==> src/rtl/jtag_pkg.sv <==
// Shared TAP state encodings and instruction codes for the JTAG controller
// and the downstream instruction decoder.
package jtag_pkg;

  localparam logic [3:0] TLR    = 4'hF;
  localparam logic [3:0] RTI    = 4'hC;
  localparam logic [3:0] SEL_DR = 4'h7;
  localparam logic [3:0] CAP_DR = 4'h6;
  localparam logic [3:0] SH_DR  = 4'h2;
  localparam logic [3:0] EX1_DR = 4'h1;
  localparam logic [3:0] PAU_DR = 4'h3;
  localparam logic [3:0] EX2_DR = 4'h0;
  localparam logic [3:0] UPD_DR = 4'h5;
  localparam logic [3:0] SEL_IR = 4'h4;
  localparam logic [3:0] CAP_IR = 4'hE;
  localparam logic [3:0] SH_IR  = 4'hA;
  localparam logic [3:0] EX1_IR = 4'h9;
  localparam logic [3:0] PAU_IR = 4'hB;
  localparam logic [3:0] EX2_IR = 4'h8;
  localparam logic [3:0] UPD_IR = 4'hD;

  localparam logic [1:0] EXTEST         = 2'd0;
  localparam logic [1:0] SAMPLE_PRELOAD = 2'd1;
  localparam logic [1:0] INTEST         = 2'd2;
  localparam logic [1:0] BYPASS         = 2'd3;

  localparam logic [1:0] IR_RESET   = BYPASS;
  localparam logic [1:0] IR_CAPTURE = 2'b01;

endpackage

==> src/rtl/tap_fsm.sv <==
// IEEE 1149.1 TAP state machine: state register plus TMS-driven next-state logic.
module tap_fsm (
  input  logic       TCK,
  input  logic       reset,
  input  logic       TMS,
  output logic [3:0] state
);
  import jtag_pkg::*;

  logic [3:0] next_state;

  always_ff @(posedge TCK) begin
    if (reset) state <= TLR;
    else       state <= next_state;
  end

  always_comb begin
    next_state = state;
    case (state)
      TLR:    next_state = TMS ? TLR    : RTI;
      RTI:    next_state = TMS ? SEL_DR : RTI;
      SEL_DR: next_state = TMS ? SEL_IR : CAP_DR;
      CAP_DR: next_state = TMS ? EX1_DR : SH_DR;
      SH_DR:  next_state = TMS ? EX1_DR : SH_DR;
      EX1_DR: next_state = TMS ? UPD_DR : PAU_DR;
      PAU_DR: next_state = TMS ? EX2_DR : PAU_DR;
      EX2_DR: next_state = TMS ? UPD_DR : SH_DR;
      UPD_DR: next_state = TMS ? SEL_DR : RTI;
      SEL_IR: next_state = TMS ? TLR    : CAP_IR;
      CAP_IR: next_state = TMS ? EX1_IR : SH_IR;
      SH_IR:  next_state = TMS ? EX1_IR : SH_IR;
      EX1_IR: next_state = TMS ? UPD_IR : PAU_IR;
      PAU_IR: next_state = TMS ? EX2_IR : PAU_IR;
      EX2_IR: next_state = TMS ? UPD_IR : SH_IR;
      UPD_IR: next_state = TMS ? SEL_DR : RTI;
      default: next_state = TLR;
    endcase
  end

endmodule

==> src/rtl/jtag_tap_controller.sv <==
// JTAG TAP controller: sequences the FSM, owns the IR and bypass register,
// and drives the BSR enables and the TDO mux.
module jtag_tap_controller (
  input  logic       TCK,
  input  logic       reset,
  input  logic       TMS,
  input  logic       TDI,
  input  logic       BSR_TDO,
  output logic       TDO,
  output logic       TDO_en,
  output logic [1:0] instruction,
  output logic       CaptureDR,
  output logic       ShiftDR,
  output logic       UpdateDR,
  output logic [3:0] state
);
  import jtag_pkg::*;

  logic [1:0] ir_sh;
  logic       bypass_reg;
  logic       bsr_active;

  tap_fsm u_fsm (
    .TCK   (TCK),
    .reset (reset),
    .TMS   (TMS),
    .state (state)
  );

  always_ff @(posedge TCK) begin
    if (reset) begin
      ir_sh <= IR_CAPTURE;
    end else begin
      case (state)
        CAP_IR:  ir_sh <= IR_CAPTURE;
        SH_IR:   ir_sh <= {TDI, ir_sh[1]};
        default: ir_sh <= ir_sh;
      endcase
    end
  end

  // New instruction only takes effect on the edge that leaves Update-IR.
  always_ff @(posedge TCK) begin
    if (reset)                instruction <= IR_RESET;
    else if (state == TLR)    instruction <= IR_RESET;
    else if (state == UPD_IR) instruction <= ir_sh;
  end

  always_ff @(posedge TCK) begin
    if (reset)                                       bypass_reg <= 1'b0;
    else if (state == CAP_DR)                        bypass_reg <= 1'b0;
    else if (state == SH_DR && instruction == BYPASS) bypass_reg <= TDI;
  end

  assign bsr_active = (instruction != BYPASS);

  always_comb begin
    CaptureDR = 1'b0;
    ShiftDR   = 1'b0;
    UpdateDR  = 1'b0;
    TDO_en    = 1'b0;
    TDO       = 1'b0;
    case (state)
      CAP_DR: CaptureDR = bsr_active;
      SH_DR: begin
        ShiftDR = bsr_active;
        TDO_en  = 1'b1;
        TDO     = bsr_active ? BSR_TDO : bypass_reg;
      end
      UPD_DR: UpdateDR = bsr_active;
      SH_IR: begin
        TDO_en = 1'b1;
        TDO    = ir_sh[0];
      end
      default: ;
    endcase
  end

endmodule
==> config.mk <==
export PLATFORM = sky130hd
export DESIGN_NAME = jtag_tap_controller
export DESIGN_NICKNAME = d
export VERILOG_FILES = /design/src/rtl/jtag_pkg.sv /design/src/rtl/tap_fsm.sv /design/src/rtl/jtag_tap_controller.sv
export SDC_FILE = /design/constraint.sdc
export NUM_CORES = 1
export LEC_CHECK = 0
export CAP_MARGIN = 25
export CORE_AREA = 2 2 39 41
export DETAILED_ROUTE_END_ITERATION = 10
export DIE_AREA = 0 0 41 43
export HOLD_SLACK_MARGIN = 0.1
export PLACE_DENSITY = 0.66
export SLEW_MARGIN = 10
export SYNTH_ARGS = -nofsm -noshare
export SYNTH_HDL_FRONTEND = slang
export SYNTH_HIERARCHICAL = 1
export SYNTH_SLANG_ARGS = --single-unit
==> constraint.sdc <==
create_clock -name TCK -period 4.51 [get_ports TCK]
set_clock_uncertainty 0.15 [all_clocks]
set_input_delay 1.353 -clock TCK [delete_from_list [all_inputs] [get_ports TCK]]
set_output_delay 1.353 -clock TCK [all_outputs]
set_load 0.005 [all_outputs]
# After elaboration in Yosys (flattened, before gate mapping)
# Index checks and enable logic that the tools add are counted.
# Widths: inputs -> output; s select.
[word_totals] ff_bits=9
[classes] eq_ne=17 muxes=20 reduce_logical=9
[op_table] op="$pmux 4 s12" count=1
[op_table] op="$eq 4x4->1 const B" count=8
[op_table] op="$eq 4x3->1 const B" count=4
[op_table] op="$mux 2" count=6
[op_table] op="$mux 3" count=4
[op_table] op="$reduce_or 2->1" count=5
[op_table] op="$eq 4x2->1 const B" count=2
[op_table] op="$mux 1" count=6
[op_table] op="$eq 4x1->1 const B" count=1
[op_table] op="$logic_not 4->1" count=1
[op_table] op="$mux 4" count=1
[op_table] op="$pmux 2 s2" count=1
[op_table] op="$reduce_or 3->1" count=1
[op_table] op="$eq 2x2->1 const B" count=1
[op_table] op="$ne 2x2->1 const B" count=1
[op_table] op="$pmux 1 s2" count=1
[op_table] op="$reduce_bool 2->1" count=1
[op_table] op="$logic_and 1x1->1" count=1

# Depth between registers and ports, before layout
[depth] ltp_word=3 depth_mapped=4

# By module
# The synthesis kept the hierarchy.
[modules_own_cells] mod="jtag_tap_controller" instances=1 cells_per_inst=38 area_per_inst_um2=300.3 seq_area_each_um2=100.1
[modules_own_cells] mod="tap_fsm" instances=1 cells_per_inst=24 area_per_inst_um2=192.7 seq_area_each_um2=80.1

# Worst setup path after synthesis
# Ideal clock, no wire load.
[synth_timing] path_type="input -> output" from="input BSR_TDO" to="output TDO" arrival_ns=1.831 required_ns=3.007 setup_slack_ns=1.176 cell_stages=2 cell_sequence="a211oi_1 > a2111oi_0"
[synth_via] elab_chain_len=2
[synth_rtl] item="start: declaration" line="jtag_tap_controller.sv:8" rtl="input logic BSR_TDO,"
[synth_rtl] item="$mux 1" line="jtag_tap_controller.sv:68" rtl="TDO = bsr_active ? BSR_TDO : bypass_reg;"
[synth_rtl] item="$pmux 1 s2" line="jtag_tap_controller.sv:63" rtl="case (state)"
[synth_rtl] item="end: declaration" line="jtag_tap_controller.sv:9" rtl="output logic TDO,"
# Every way passes these cells.

# Worst setup path in the final report
# Ends and elaborated chain as after synthesis.

==> impl_metrics.json <==
{
  "placedInstanceArea_um2": 656,
  "relSlewSlack_pct": 65.1,
  "synth_area_leaders": "dfxtp_1 37%, nor3_1 6.1%, a21oi_1 5.1%, o21bai_1 4.6%, mux2i_1 4.1%",
  "synth-seq-area-share_pct": 36.5,
  "setup_ws_ns": 0.200,
  "cts.path.max_buffers": 2,
  "leakage_nw": 0.304,
  "worstPathArrival_ns": 2.81,
  "place_ws_ns": 0.172,
  "setup_viol": 0,
  "wirelength_um": 1110,
  "antenna_left": 0,
  "slew_violations": 0,
  "viasPerCell": 5.27,
  "final.setup.tns_ns": 0,
  "fp.dieArea_mm2": 0.00176,
  "min_period_over_period_pct": 95.6,
  "power_density_mw_per_mm2": 310,
  "fin_nets": 85,
  "postLayoutCoreUtil_pct": 49.4,
  "numCtsBuffers": 3,
  "place.gp.congestion": 0.625,
  "htree_levels": 1,
  "start_util_pct": 35.6,
  "num_io_pins": 16,
  "ctsRootBufferMaster": "clkbuf_4",
  "grt_pass1_vias": 433,
  "cts_sinks": 9,
  "async_flop_share_pct": 0,
  "cts_tree": "done",
  "hold_violations": 0,
  "cp-end-kind": "output port",
  "synthFlopType": "dfxtp_1",
  "wl_per_cell_um": 11.6,
  "postCtsHoldBufs": 0,
  "synth_top_area_cell": "dfxtp_1",
  "syn_inst": 62,
  "ys_seq_elements": 9,
  "clock_latency_ns": 0.26,
  "synth_top_area_share_pct": 36.5,
  "min_period_ns": 4.31,
  "hold_class": "register to register",
  "fmax_ghz": 0.232,
  "antenna_found_initial": 0,
  "drtIter0Drc": 13,
  "synth_cell_type_count": 25,
  "num_vias": 501,
  "synth.cell_area_um2": 493,
  "setup.worst_path.class": "input pin to output port",
  "reg.largest.list": "u_fsm/state x4, instruction x2, ir_sh x2",
  "num_rows": 14,
  "grt_pass1_wl_um": 1650,
  "cts_resized": 0,
  "finalInstanceArea_um2": 683,
  "synth-edff-count": 0,
  "syn-num-nets": 67,
  "grt_max_degree": 18,
  "drv_cap": 0,
  "synth_warnings": 6,
  "cp.required_ns": 3.01,
  "worstMarginPinSlew_ns": 0.523,
  "status": "finished clean",
  "rsz0062_at_grt": "no",
  "hpwl_um": 744,
  "post_cts_buffers": 0,
  "grt.total_usage_pct": 13.6,
  "regMostFlops": "u_fsm/state",
  "coreArea_mm2": 0.00138,
  "largest_reg_flops": 4,
  "diodes": 0,
  "syn_to_final_growth_pct": 38.6,
  "port_buffers": 15,
  "crit_path_max_fanout": 1,
  "die_h_um": 43,
  "first_pass_iters": 3,
  "worst_setup_path_start_kind": "input pin",
  "vdd_drop_max_uv": 154,
  "nFillCells": 137,
  "clkSlewWorstSetupHoldPaths_ns": 0.06,
  "syn_avg_cell_area_um2": 7.95,
  "drive_gt1_share_pct": 7.59,
  "drcViolationCount": 0,
  "gr-total-overflow": 0,
  "die_width_um": 41
}
power breakdown:
| part | internal, mW | switching (mW) |
|---|---|---|
| Sequential | 0.0855 | 0.0181 |
| Clock | 0.0327 | 0.0303 |
| Combinational | 0.0281 | 0.0173 |
| Total | 0.146 | 0.0658 |
per-stage QoR:
step | hold slack [ns] | std cells | power, mW
floorplan | 0.288 | 62 | 0.128
global placement | 0.305 | 91 | 0.151
detailed placement | 0.308 | 91 | 0.151
CTS | 0.317 | 95 | 0.216
global route | 0.342 | 95 | 0.225
finish | 0.316 | 95 | 0.212
final cells by class:
cell class                 count  area [µm²]  area share, %
clock buffer                   3        22.5           3.30
clock inverter                 1        5.00          0.733
inverter                       3        11.3           1.65
multi-input combinational     48         294           43.0
sequential                     9         180           26.4
tap                           16        20.0           2.93
timing repair buffer          15         150           22.0
critical path: stages:
cell,delay [ns]
clkdlybuf4s50_1,0.46
a211oi_1,0.06
a2111oi_0,0.36
clkdlybuf4s50_1,0.58
layout by cell type (no fill, tap or decap):
cell type | Yosys | routed
a211oi_1 | 1 | 1
o21ai_0 | 3 | 3
o21bai_1 | 3 | 3
a31oi_1 | 3 | 3
nand3b_1 | 1 | 1
nand2_1 | 5 | 5
clkdlybuf4s50_1 | 0 | 15
dfxtp_1 | 9 | 9
clkbuf_4 | 0 | 3
a2111oi_0 | 1 | 1
nand3_1 | 2 | 2
and4_1 | 1 | 1
clkinv_2 | 0 | 1
and3_1 | 1 | 1
nor2b_1 | 1 | 1
mux2i_1 | 2 | 2
or4b_1 | 1 | 1
a21oi_1 | 5 | 5
or2_1 | 1 | 1
and2_1 | 1 | 1
nor2_1 | 5 | 5
o31ai_1 | 1 | 1
inv_1 | 3 | 3
nand2b_1 | 2 | 2
nand2b_4 | 1 | 1
nor2b_4 | 1 | 1
nor3_1 | 6 | 6
metal layers:
| metal | share of wire, % | track usage [%] | vias to the layer above | wire length [µm] |
|---|---|---|---|---|
| met5 | 0 | 0 | - | 0 |
| met4 | 0.54 | 6.00 | 0 | 6 |
| met3 | 4.1 | 3.14 | 2 | 45 |
| met2 | 47 | 21.6 | 10 | 520 |
| met1 | 48 | 16.5 | 227 | 532 |
| li1 | - | - | 262 | - |
Yosys cell counts (2+ instances only):
cell type,instances
o21bai_1,3
nand3_1,2
mux2i_1,2
dfxtp_1,9
nand2b_1,2
nor3_1,6
a31oi_1,3
clkbuf_1,2
o21ai_0,3
nand2_1,5
a21oi_1,5
inv_1,3
nor2_1,5
cell families (layout without fill, tap and decap cells):
family,count (synthesis),after routing,synth area share (%)
multiplexers,2,2,4.06
flip-flops,9,9,36.5
AO/OA/AOI/OAI,17,17,21.3
buffers and inverters,5,22,3.81
AND/OR/NAND/NOR,29,29,34.3
worst paths after layout:
| check | end | slack (ns) | from | cells past startpoint |
|---|---|---|---|---|
| setup reg to reg | bypass_reg | 2.91 | u_fsm/state[1] | 3 |
| hold reg to reg | bypass_reg | 0.32 | bypass_reg | 2 |
| setup / recovery | TDO | 0.20 | BSR_TDO | 4 |
| hold / removal | bypass_reg | 0.32 | bypass_reg | 2 |
Note: power is estimated with default switching activity, not from simulation.
